==> src/rtl/axi_wsched_pkg.sv <==
// axi_wsched_pkg: shared constants and state type for the W-channel scheduler
package axi_wsched_pkg;
   localparam int CNT_W    = 9;
   localparam int BEAT_SAT = 256;
   typedef enum logic {IDLE, ROUTE} state_t;
endpackage

==> src/rtl/axi_wdata_scheduler_if.sv <==
// axi_wdata_scheduler_if: order-entry and W-channel bundle for the scheduler
// Signals: push_i/src_sel_i/grant_o/push_err_o (order entries from the AW arbiter),
//   s_w* (per-initiator W, packed with initiator 0 at the LSBs), m_w* (target W),
//   burst_done_o/beat_cnt_o (burst status). slave = scheduler view, master = driver view.
interface axi_wdata_scheduler_if #(
   parameter int N_TARG_PORT = 4,
   parameter int DATA_WIDTH  = 64
);
   import axi_wsched_pkg::*;
   logic                                  push_i;
   logic [N_TARG_PORT-1:0]                src_sel_i;
   logic                                  grant_o;
   logic                                  push_err_o;
   logic [N_TARG_PORT-1:0]                s_wvalid_i;
   logic [N_TARG_PORT-1:0]                s_wlast_i;
   logic [N_TARG_PORT*DATA_WIDTH-1:0]     s_wdata_i;
   logic [N_TARG_PORT*DATA_WIDTH/8-1:0]   s_wstrb_i;
   logic [N_TARG_PORT-1:0]                s_wready_o;
   logic                                  m_wvalid_o;
   logic [DATA_WIDTH-1:0]                 m_wdata_o;
   logic [DATA_WIDTH/8-1:0]               m_wstrb_o;
   logic                                  m_wlast_o;
   logic                                  m_wready_i;
   logic                                  burst_done_o;
   logic [CNT_W-1:0]                      beat_cnt_o;
   modport slave (
      input  push_i, src_sel_i, s_wvalid_i, s_wlast_i, s_wdata_i, s_wstrb_i, m_wready_i,
      output grant_o, push_err_o, s_wready_o, m_wvalid_o, m_wdata_o, m_wstrb_o, m_wlast_o,
             burst_done_o, beat_cnt_o
   );
   modport master (
      output push_i, src_sel_i, s_wvalid_i, s_wlast_i, s_wdata_i, s_wstrb_i, m_wready_i,
      input  grant_o, push_err_o, s_wready_o, m_wvalid_o, m_wdata_o, m_wstrb_o, m_wlast_o,
             burst_done_o, beat_cnt_o
   );
endinterface

==> src/rtl/axi_wsched_order_fifo.sv <==
// axi_wsched_order_fifo: FIFO of one-hot initiator selects, head read from storage (no fall-through)
// Ports: clk, rst (sync, active-high); i_push/i_din write, i_pop read (both ignored when
//   full/empty), o_dout head entry, o_full, o_cnt occupancy (one bit wider than the pointers).
module axi_wsched_order_fifo #(
   parameter int WIDTH = 4,
   parameter int DEPTH = 8
) (
   input  logic                     clk,
   input  logic                     rst,
   input  logic                     i_push,
   input  logic                     i_pop,
   input  logic [WIDTH-1:0]         i_din,
   output logic [WIDTH-1:0]         o_dout,
   output logic                     o_full,
   output logic [$clog2(DEPTH):0]   o_cnt
);
   localparam int AW = $clog2(DEPTH);
   localparam int CW = AW + 1;
   logic [WIDTH-1:0] r_mem [DEPTH];
   logic [AW-1:0]    r_wp, r_rp;
   logic [CW-1:0]    r_cnt;
   logic             w_wr, w_rd;
   assign o_full = (r_cnt == CW'(DEPTH));
   assign w_wr   = i_push & ~o_full;
   assign w_rd   = i_pop & (r_cnt != '0);
   assign o_dout = r_mem[r_rp];
   assign o_cnt  = r_cnt;
   always_ff @(posedge clk) begin
      if (rst) begin
         r_wp  <= '0;
         r_rp  <= '0;
         r_cnt <= '0;
      end else begin
         r_wp  <= r_wp + AW'(w_wr);
         r_rp  <= r_rp + AW'(w_rd);
         r_cnt <= r_cnt + CW'(w_wr) - CW'(w_rd);
      end
   end
   always_ff @(posedge clk) begin
      if (w_wr) r_mem[r_wp] <= i_din;
   end
endmodule

==> src/rtl/axi_wdata_scheduler.sv <==
// axi_wdata_scheduler: routes initiator W bursts to one target port in AW grant order
// Build option: AXI_WSCHED_REG_SLICE_EN adds a registered 2-entry skid buffer on the target path.
// Ports: clk, rst (sync, active-high); bus (slave modport): push_i/src_sel_i order entries with
//   grant_o and push_err_o, s_w* per-initiator W inputs and s_wready_o, m_w* target W channel,
//   burst_done_o pulse per WLAST handshake, beat_cnt_o beats in the current burst.
module axi_wdata_scheduler import axi_wsched_pkg::*; #(
   parameter int N_TARG_PORT = 4,
   parameter int DATA_WIDTH  = 64,
   parameter int FIFO_DEPTH  = 8
) (
   input logic                  clk,
   input logic                  rst,
   axi_wdata_scheduler_if.slave bus
);
   localparam int SW = DATA_WIDTH / 8;
   localparam int CW = $clog2(FIFO_DEPTH) + 1;
   state_t                 r_state;
   logic                   r_done, r_err;
   logic [CNT_W-1:0]       r_beat, w_beat_base;
   logic [N_TARG_PORT-1:0] w_head, w_sel;
   logic [CW-1:0]          w_cnt, w_occ_nxt;
   logic                   w_full, w_push_ok, w_vin, w_lin, w_in_rdy, w_hs, w_pop;
   logic [DATA_WIDTH-1:0]  w_din;
   logic [SW-1:0]          w_sin;
   assign w_push_ok = bus.push_i & $onehot(bus.src_sel_i);
   axi_wsched_order_fifo #(.WIDTH(N_TARG_PORT), .DEPTH(FIFO_DEPTH)) u_fifo (
      .clk(clk), .rst(rst), .i_push(w_push_ok), .i_pop(w_pop), .i_din(bus.src_sel_i),
      .o_dout(w_head), .o_full(w_full), .o_cnt(w_cnt)
   );
   assign bus.grant_o = ~w_full;
   assign w_sel = (r_state == ROUTE) ? w_head : '0;
   always_comb begin
      w_din = '0;
      w_sin = '0;
      for (int i = 0; i < N_TARG_PORT; i++) begin
         w_din = w_din | (w_sel[i] ? bus.s_wdata_i[i*DATA_WIDTH +: DATA_WIDTH] : '0);
         w_sin = w_sin | (w_sel[i] ? bus.s_wstrb_i[i*SW +: SW] : '0);
      end
   end
   assign w_vin = |(bus.s_wvalid_i & w_sel);
   assign w_lin = |(bus.s_wlast_i & w_sel);
   assign w_hs  = w_vin & w_in_rdy;
   assign w_pop = w_hs & w_lin;
   assign bus.s_wready_o = w_sel & {N_TARG_PORT{w_in_rdy}};
   // full blocks the push even when the head pops in the same cycle
   assign w_occ_nxt   = w_cnt + CW'(w_push_ok & ~w_full) - CW'(w_pop);
   // the count shows the final beat for one cycle (alongside burst_done) before clearing
   assign w_beat_base = r_done ? '0 : r_beat;
   always_ff @(posedge clk) begin
      if (rst) begin
         r_state <= IDLE;
         r_done  <= 1'b0;
         r_err   <= 1'b0;
         r_beat  <= '0;
      end else begin
         r_state <= (w_occ_nxt != '0) ? ROUTE : IDLE;
         r_done  <= w_pop;
         r_err   <= bus.push_i & ~$onehot(bus.src_sel_i);
         r_beat  <= (w_hs && w_beat_base != CNT_W'(BEAT_SAT)) ? w_beat_base + CNT_W'(1) : w_beat_base;
      end
   end
   assign bus.burst_done_o = r_done;
   assign bus.push_err_o   = r_err;
   assign bus.beat_cnt_o   = r_beat;
`ifdef AXI_WSCHED_REG_SLICE_EN
   logic                  r_v, r_sv, r_l, r_sl;
   logic [DATA_WIDTH-1:0] r_d, r_sd;
   logic [SW-1:0]         r_s, r_ss;
   // ready depends only on the skid slot, so it is registered and still full-throughput
   assign w_in_rdy = ~r_sv;
   always_ff @(posedge clk) begin
      if (rst) begin
         {r_v, r_sv, r_l, r_sl} <= '0;
         {r_d, r_sd, r_s, r_ss} <= '0;
      end else if (~r_v | bus.m_wready_i) begin
         r_v               <= r_sv | w_hs;
         {r_d, r_s, r_l}   <= r_sv ? {r_sd, r_ss, r_sl} : {w_din, w_sin, w_lin};
         r_sv              <= 1'b0;
      end else if (w_hs) begin
         r_sv              <= 1'b1;
         {r_sd, r_ss, r_sl} <= {w_din, w_sin, w_lin};
      end
   end
   assign bus.m_wvalid_o = r_v;
   assign bus.m_wdata_o  = r_d;
   assign bus.m_wstrb_o  = r_s;
   assign bus.m_wlast_o  = r_l;
`else
   assign w_in_rdy       = bus.m_wready_i;
   assign bus.m_wvalid_o = w_vin;
   assign bus.m_wdata_o  = w_din;
   assign bus.m_wstrb_o  = w_sin;
   assign bus.m_wlast_o  = w_lin;
`endif
endmodule

==> src/flat_wrapper.sv <==
// flat-port wrapper written by rule: the top's interface ports become plain ports
module axi_wdata_scheduler_flat import axi_wsched_pkg::*;
#(
   parameter int N_TARG_PORT = 4,
   parameter int DATA_WIDTH  = 64,
   parameter int FIFO_DEPTH  = 8
)
  (clk, rst, bus_push_i, bus_src_sel_i, bus_s_wvalid_i, bus_s_wlast_i, bus_s_wdata_i, bus_s_wstrb_i, bus_m_wready_i, bus_grant_o, bus_push_err_o, bus_s_wready_o, bus_m_wvalid_o, bus_m_wdata_o, bus_m_wstrb_o, bus_m_wlast_o, bus_burst_done_o, bus_beat_cnt_o);
  axi_wdata_scheduler_if #(.N_TARG_PORT(N_TARG_PORT), .DATA_WIDTH(DATA_WIDTH)) bus_i ();
  input logic clk;
  input logic rst;
  input wire logic [$bits(bus_i.push_i)-1:0] bus_push_i;
  input wire logic [$bits(bus_i.src_sel_i)-1:0] bus_src_sel_i;
  input wire logic [$bits(bus_i.s_wvalid_i)-1:0] bus_s_wvalid_i;
  input wire logic [$bits(bus_i.s_wlast_i)-1:0] bus_s_wlast_i;
  input wire logic [$bits(bus_i.s_wdata_i)-1:0] bus_s_wdata_i;
  input wire logic [$bits(bus_i.s_wstrb_i)-1:0] bus_s_wstrb_i;
  input wire logic [$bits(bus_i.m_wready_i)-1:0] bus_m_wready_i;
  output wire logic [$bits(bus_i.grant_o)-1:0] bus_grant_o;
  output wire logic [$bits(bus_i.push_err_o)-1:0] bus_push_err_o;
  output wire logic [$bits(bus_i.s_wready_o)-1:0] bus_s_wready_o;
  output wire logic [$bits(bus_i.m_wvalid_o)-1:0] bus_m_wvalid_o;
  output wire logic [$bits(bus_i.m_wdata_o)-1:0] bus_m_wdata_o;
  output wire logic [$bits(bus_i.m_wstrb_o)-1:0] bus_m_wstrb_o;
  output wire logic [$bits(bus_i.m_wlast_o)-1:0] bus_m_wlast_o;
  output wire logic [$bits(bus_i.burst_done_o)-1:0] bus_burst_done_o;
  output wire logic [$bits(bus_i.beat_cnt_o)-1:0] bus_beat_cnt_o;
  assign bus_i.push_i = bus_push_i;
  assign bus_i.src_sel_i = bus_src_sel_i;
  assign bus_i.s_wvalid_i = bus_s_wvalid_i;
  assign bus_i.s_wlast_i = bus_s_wlast_i;
  assign bus_i.s_wdata_i = bus_s_wdata_i;
  assign bus_i.s_wstrb_i = bus_s_wstrb_i;
  assign bus_i.m_wready_i = bus_m_wready_i;
  assign bus_grant_o = bus_i.grant_o;
  assign bus_push_err_o = bus_i.push_err_o;
  assign bus_s_wready_o = bus_i.s_wready_o;
  assign bus_m_wvalid_o = bus_i.m_wvalid_o;
  assign bus_m_wdata_o = bus_i.m_wdata_o;
  assign bus_m_wstrb_o = bus_i.m_wstrb_o;
  assign bus_m_wlast_o = bus_i.m_wlast_o;
  assign bus_burst_done_o = bus_i.burst_done_o;
  assign bus_beat_cnt_o = bus_i.beat_cnt_o;
  axi_wdata_scheduler #(.N_TARG_PORT(N_TARG_PORT), .DATA_WIDTH(DATA_WIDTH), .FIFO_DEPTH(FIFO_DEPTH)) u_core (.clk(clk), .rst(rst), .bus(bus_i));
endmodule
==> config.mk <==
export PLATFORM = sky130hd
export DESIGN_NAME = axi_wdata_scheduler_flat
export DESIGN_NICKNAME = d
export VERILOG_FILES = /design/src/rtl/axi_wsched_pkg.sv /design/src/rtl/axi_wdata_scheduler_if.sv /design/src/rtl/axi_wsched_order_fifo.sv /design/src/rtl/axi_wdata_scheduler.sv /design/src/flat_wrapper.sv
export SDC_FILE = /design/constraint.sdc
export NUM_CORES = 1
export LEC_CHECK = 0
export ABC_AREA = 1
export CAP_MARGIN = 30
export CORE_AREA = 2 2 154 156
export DETAILED_ROUTE_END_ITERATION = 10
export DIE_AREA = 0 0 156 158
export SYNTH_ARGS = -nofsm -noshare
export SYNTH_HDL_FRONTEND = slang
export SYNTH_SLANG_ARGS = --single-unit
==> constraint.sdc <==
create_clock -name clk -period 9.55 [get_ports clk]
set_input_delay 1.4325 -clock clk [delete_from_list [all_inputs] [get_ports clk]]
set_output_delay 1.4325 -clock clk [all_outputs]
set_load 0.02 [all_outputs]
---- Yosys cells after proc, flatten, opt, wreduce, memory -nomap -nowiden ----
Memories as Yosys holds them, arrays and structs flattened. A register that Yosys moved wholly into a read port is not among the register bits.
Index checks and enable logic that the tools add are counted.
storage, ports and cells
  memory bits (writable) .................. 32
  memories ................................ 1
  word-level logic and storage cells ...... 60
  register bits after elaboration ......... 22
  output and inout port bits .............. 90
memory list
  memory               words  bits a word  read ports  clocked after memory_dff  wr ports  RTL line                     source
  u_core.u_fifo.r_mem  8      4            1           1                         1         axi_wsched_order_fifo.sv:19  logic [WIDTH-1:0] r_mem [DEPTH];
operators by class
  reductions and logical operators ........ 5
  bitwise logic cells ..................... 19
  mux-type cells .......................... 15
  equal/unequal tests ..................... 3
  add/subtract/negate cells ............... 10
operators by type and width
  kind                                                             number
  64-bit 2-to-1 mux                                                4
  64-bit bitwise OR                                                3
  8-bit 2-to-1 mux                                                 4
  8-bit bitwise OR                                                 3
  9-bit 2-to-1 mux                                                 2
  4-bit bitwise AND                                                3
  9-bit by 1-bit adder with 9-bit output, second input constant    1
  9-bit != test, second input constant                             1
  4-bit nonzero test                                               2
  4-bit OR reduction                                               2
  4-bit by 1-bit subtractor with 4-bit output                      2
  3-bit by 1-bit adder with 3-bit output                           2
  1-bit bitwise AND                                                6
  1-bit by 1-bit adder with 2-bit output                           2
  4-bit by 1-bit adder with 4-bit output                           1
  4-bit adder                                                      1
  1-bit by 4-bit bitwise AND with 4-bit output                     1
  4-bit == test, second input constant                             1
  4-bit 2-to-1 mux                                                 1
  1-bit NOT with 4-bit output                                      1
  3-bit adder                                                      1
  3-bit by 1-bit == test with 1-bit output, second input constant  1
  1-bit 2-to-1 mux                                                 3
  3-bit 2-to-1 mux                                                 1
  other kinds (2)                                                  3

---- Logic depth before layout (Yosys ltp) ----
  word-level depth ........................ 9
  gate-level depth with buffers ........... 25

---- Cells and area by module ----
Synthesis repeated with hierarchy kept, for this count alone.
unflattened totals
  cell total of the unflattened synthesis .. 786
  area, all modules ....................... 4729.5 um^2
modules (own cells, without submodules)
  module                 area each (um^2)  instances  seq. area each (um^2)  cells an instance
  axi_wdata_scheduler    2721.4            1          240.2                  572
  axi_wsched_order_fifo  2008.2            1          1161.1                 214

---- Worst setup path before layout ----
No wires, ideal clock.
  kind .................................... input-to-reg
  start ................................... in bus_src_sel_i[0]
  end ..................................... reg u_core.r_state
  stages .................................. 17
  arrival time ............................ 4.158 ns
  path buffers ............................ 0
  required time ........................... 9.435 ns
  path slack .............................. 5.277 ns
  cell sequence ........................... ha_1 -> ha_1 -> fa_1 -> nor2_1 -> nand2_1 -> inv_1 -> nand3_1 -> ha_1 -> inv_1 -> ha_1 -> inv_1 -> fa_1 -> o21ai_0 -> a211oi_1 -> nand2_1 -> o21ai_0 -> inv_1
between the ends
  longest elaborated chain between the ends .. 9
RTL lines
  item                                                          RTL line                   source
  start, declared                                               flat_wrapper.sv:13         input wire logic [$bits(bus_i.src_sel_i)-1:0] bus_src_sel_i;
  1-bit by 1-bit adder with 2-bit output (implied by the code)  axi_wdata_scheduler.sv:25  assign w_push_ok = bus.push_i & $onehot(bus.src_sel_i);
  3-bit adder (implied by the code)                             axi_wdata_scheduler.sv:25
  3-bit by 1-bit == test with 1-bit output                      axi_wdata_scheduler.sv:25
  1-bit bitwise AND                                             axi_wdata_scheduler.sv:25
  1-bit by 4-bit bitwise AND with 4-bit output                  axi_wdata_scheduler.sv:46  assign w_occ_nxt = w_cnt + CW'(w_push_ok & ~w_full) - CW'(w_pop);
  4-bit adder                                                   axi_wdata_scheduler.sv:46
  4-bit by 1-bit subtractor with 4-bit output                   axi_wdata_scheduler.sv:46
  4-bit nonzero test                                            axi_wdata_scheduler.sv:56  r_state <= (w_occ_nxt != '0) ? ROUTE : IDLE;
  1-bit 2-to-1 mux                                              axi_wdata_scheduler.sv:56
  end signal, assigned                                          axi_wdata_scheduler.sv:56
  end, declared                                                 axi_wdata_scheduler.sv:17  state_t r_state;
Every way passes these cells.
A chain may end at the register's enable or synchronous reset.

==> out/results.ini <==
[run_status]
outcome=finished clean

[cts]
holdBufCountCts=0
clkSlewWorstSetupHoldPaths_ns=0.07
htreeDepth=2
clk_path_buf_depth=2
cts-root-buf=clkbuf_16
ctsResizeCount=0
cts_tree=yes
cts_made_buffers=5
clock_sinks=54
insertion_delay_ns=0.30
post_cts_buffers=0

[floorplan]
pin_count=394
die_w_um=156
coreArea_um2=23100
num_rows=56
initial_utilization=0.238
die_area_um2=24600
die_y_um=158

[critical_path]
startpoint_type=flop
path_max_fanout=73
cp.arrival_ns=3.40
worstReg2RegStart=u_core.u_fifo.r_rp[0]
criticalPathCategory=reg2out
r2r-end=u_core.r_state
rr_worst_depth=22
regToRegSetupSlack_ns=5.33
cp.required_ns=8.12
endpoint_kind=primary output

[global_routing]
grt_pass1_vias=6975
antenna_found_initial=11
grt_start_max_net_pins=110
grt_overflow=0
grt_pass1_wl_um=42100
grt_use_total=0.219

[timing]
slew_violations=0
finalCritPeriodShare=0.506
fin_setup_tns_ns=0
slew_headroom=0.371
grt_setup_unrepaired=false
max_freq_ghz=0.207
min_period_ns=4.83
finalHoldViolations=0
tightestPinTransition_ns=0.943
setup_viol=0
finClkSkew_ns=0.00600

[pwr]
totalPowerFinal_mw=1.38
total_leakage_power_nw=3.72
p_per_area_nw_per_um2=140
vdd_drop_max_uv=92.0

[drt]
drtIter0Drc=667
post-route-drc-count=0
vias=7441
via_per_inst=5.30
routedWlPerCell_um=20.6
drt_pre_antenna_iters=5
drtAntennaViolNets=0
wirelength_um=29000

[logic_synthesis]
async_flop_share=0
synth_cell_types=35
syn_area_per_cell_um2=7.03
ys_seq_elements=54
synth_top_flop_cell=edfxtp_1
synth.cell_area_um2=5500
synthTopCellsByArea=nand4_1, edfxtp_1, o2111ai_1
netlist_instances=782
synth.net_count=1107
yosysWarningCount=0
synth_top_area_frac=0.260
synth_top_area_cell=nand4_1
synth_edf_count=32
seq_area_frac_synth=0.255

[finish]
fin_cells=1404
drive_above_1_share=0.0371
fin_util=0.428
num-nets-final=1430
area_growth_pct=79.3

[worst_hold_path]
min_path_cells=4
hold_path.class=reg2reg
hold_path_end=u_core.bus.beat_cnt_o[5]
hold_start=u_core.bus.beat_cnt_o[5]

[placement]
dp_hpwl_um=21800
dp_cells=1387
gp_congestion=0.860
numPortBuffers=393

[flow_run]
maxCapViolCount=0

per-stage QoR:
stage	hold WS (ns)	instance area, um^2	worst slack, ns
4_1_cts	0.598	9810	4.71
5_1_grt	0.627	9850	4.29
6_report	0.593	9860	4.72
3_3_place_gp	0.567	9500	4.44
2_1_floorplan	0.557	5500	5.28
3_5_place_dp	0.586	9660	4.38
critical path: stages, from the launching register on:
cell and delay (ns):
dfxtp_1 0.73, inv_4 0.18, nand2_1 0.10, nand2_1 0.05
nand2_1 0.05, nand3_1 0.18, nand3_4 0.10, buf_4 0.70
o2111ai_1 0.32, clkdlybuf4s50_1 0.62
cell usage after synthesis, types with 3 or more instances:
cell type / count
xnor2_1: 4
edfxtp_1: 32
buf_6: 4
a21oi_1: 3
buf_2: 28
clkbuf_1: 33
dfxtp_1: 22
nand3_1: 23
o2111ai_1: 72
buf_1: 22
fa_1: 3
ha_1: 18
nand2_1: 72
inv_1: 131
nand2_2: 3
nand3_2: 4
nand4_1: 228
o21ai_0: 4
nor2_1: 48
nor3_1: 8
routing by layer:
metal / up-vias / GRT usage / wire [um]
met2: 352 / 0.361 / 13800
met3: 55 / 0.0567 / 2550
met5: - / 0 / 55
li1: 3592 / - / -
met4: 8 / 0.0664 / 735
met1: 3434 / 0.283 / 11800
final cells by class:
| type | count | area, um^2 |
|---|---|---|
| clock buffers | 5 | 125 |
| fillers | 2309 | 13200 |
| repair buffers | 404 | 4140 |
| clock inverters | 3 | 26.3 |
| diodes | 8 | 20.0 |
| multi-input cells | 505 | 3270 |
| flip-flops and latches | 54 | 1410 |
| inverters | 135 | 509 |
| well taps | 290 | 363 |
state kept, by name, indices dropped and copies added, names as in the netlist:
register,count
u_core.bus.push_err_o,1
u_core.bus.beat_cnt_o,9
u_core.bus.burst_done_o,1
u_core.u_fifo.o_cnt,4
u_core.u_fifo.r_wp,3
u_core.u_fifo.r_mem,32
u_core.u_fifo.r_rp,3
u_core.r_state,1
cell usage in the layout, fill, tap and decap left out, types with 17 or more instances in the layout:
| cell type | synthesis | final |
|---|---|---|
| clkdlybuf4s50_1 | 0 | 393 |
| edfxtp_1 | 32 | 32 |
| nor2_1 | 48 | 48 |
| nand3_1 | 23 | 17 |
| inv_1 | 131 | 131 |
| ha_1 | 18 | 18 |
| nand4_1 | 228 | 228 |
| nand2_1 | 72 | 72 |
| o2111ai_1 | 72 | 72 |
| dfxtp_1 | 22 | 21 |
worst max path at each step:
stage / slack, ns / cells past startpoint / endpoint / start
2_1_floorplan: 5.28 / 17 / u_core.r_state / bus_src_sel_i[0]
3_3_place_gp: 4.44 / 18 / u_core.r_state / bus_src_sel_i[1]
3_5_place_dp: 4.38 / 18 / u_core.r_state / bus_src_sel_i[1]
4_1_cts: 4.71 / 18 / u_core.r_state / bus_src_sel_i[1]
5_1_grt: 4.29 / 18 / u_core.r_state / bus_src_sel_i[0]
6_report: 4.72 / 9 / bus_m_wdata_o[46] / u_core.u_fifo.r_rp[0]
kinds of logic after synthesis:
group | synth area share
and+or+nand+nor | 0.387
buffers and inverters | 0.165
AOI/OAI and AO/OA | 0.131
DFF | 0.255
adders and majority gates | 0.0519
xor gates and xnor gates | 0.00956
power breakdown:
part | switching [mW] | internal [mW]
Sequential | 0.00893 | 0.260
Clock | 0.0879 | 0.0997
Combinational | 0.497 | 0.426
Total | 0.594 | 0.786
Power figures use the tool's default switching activity.
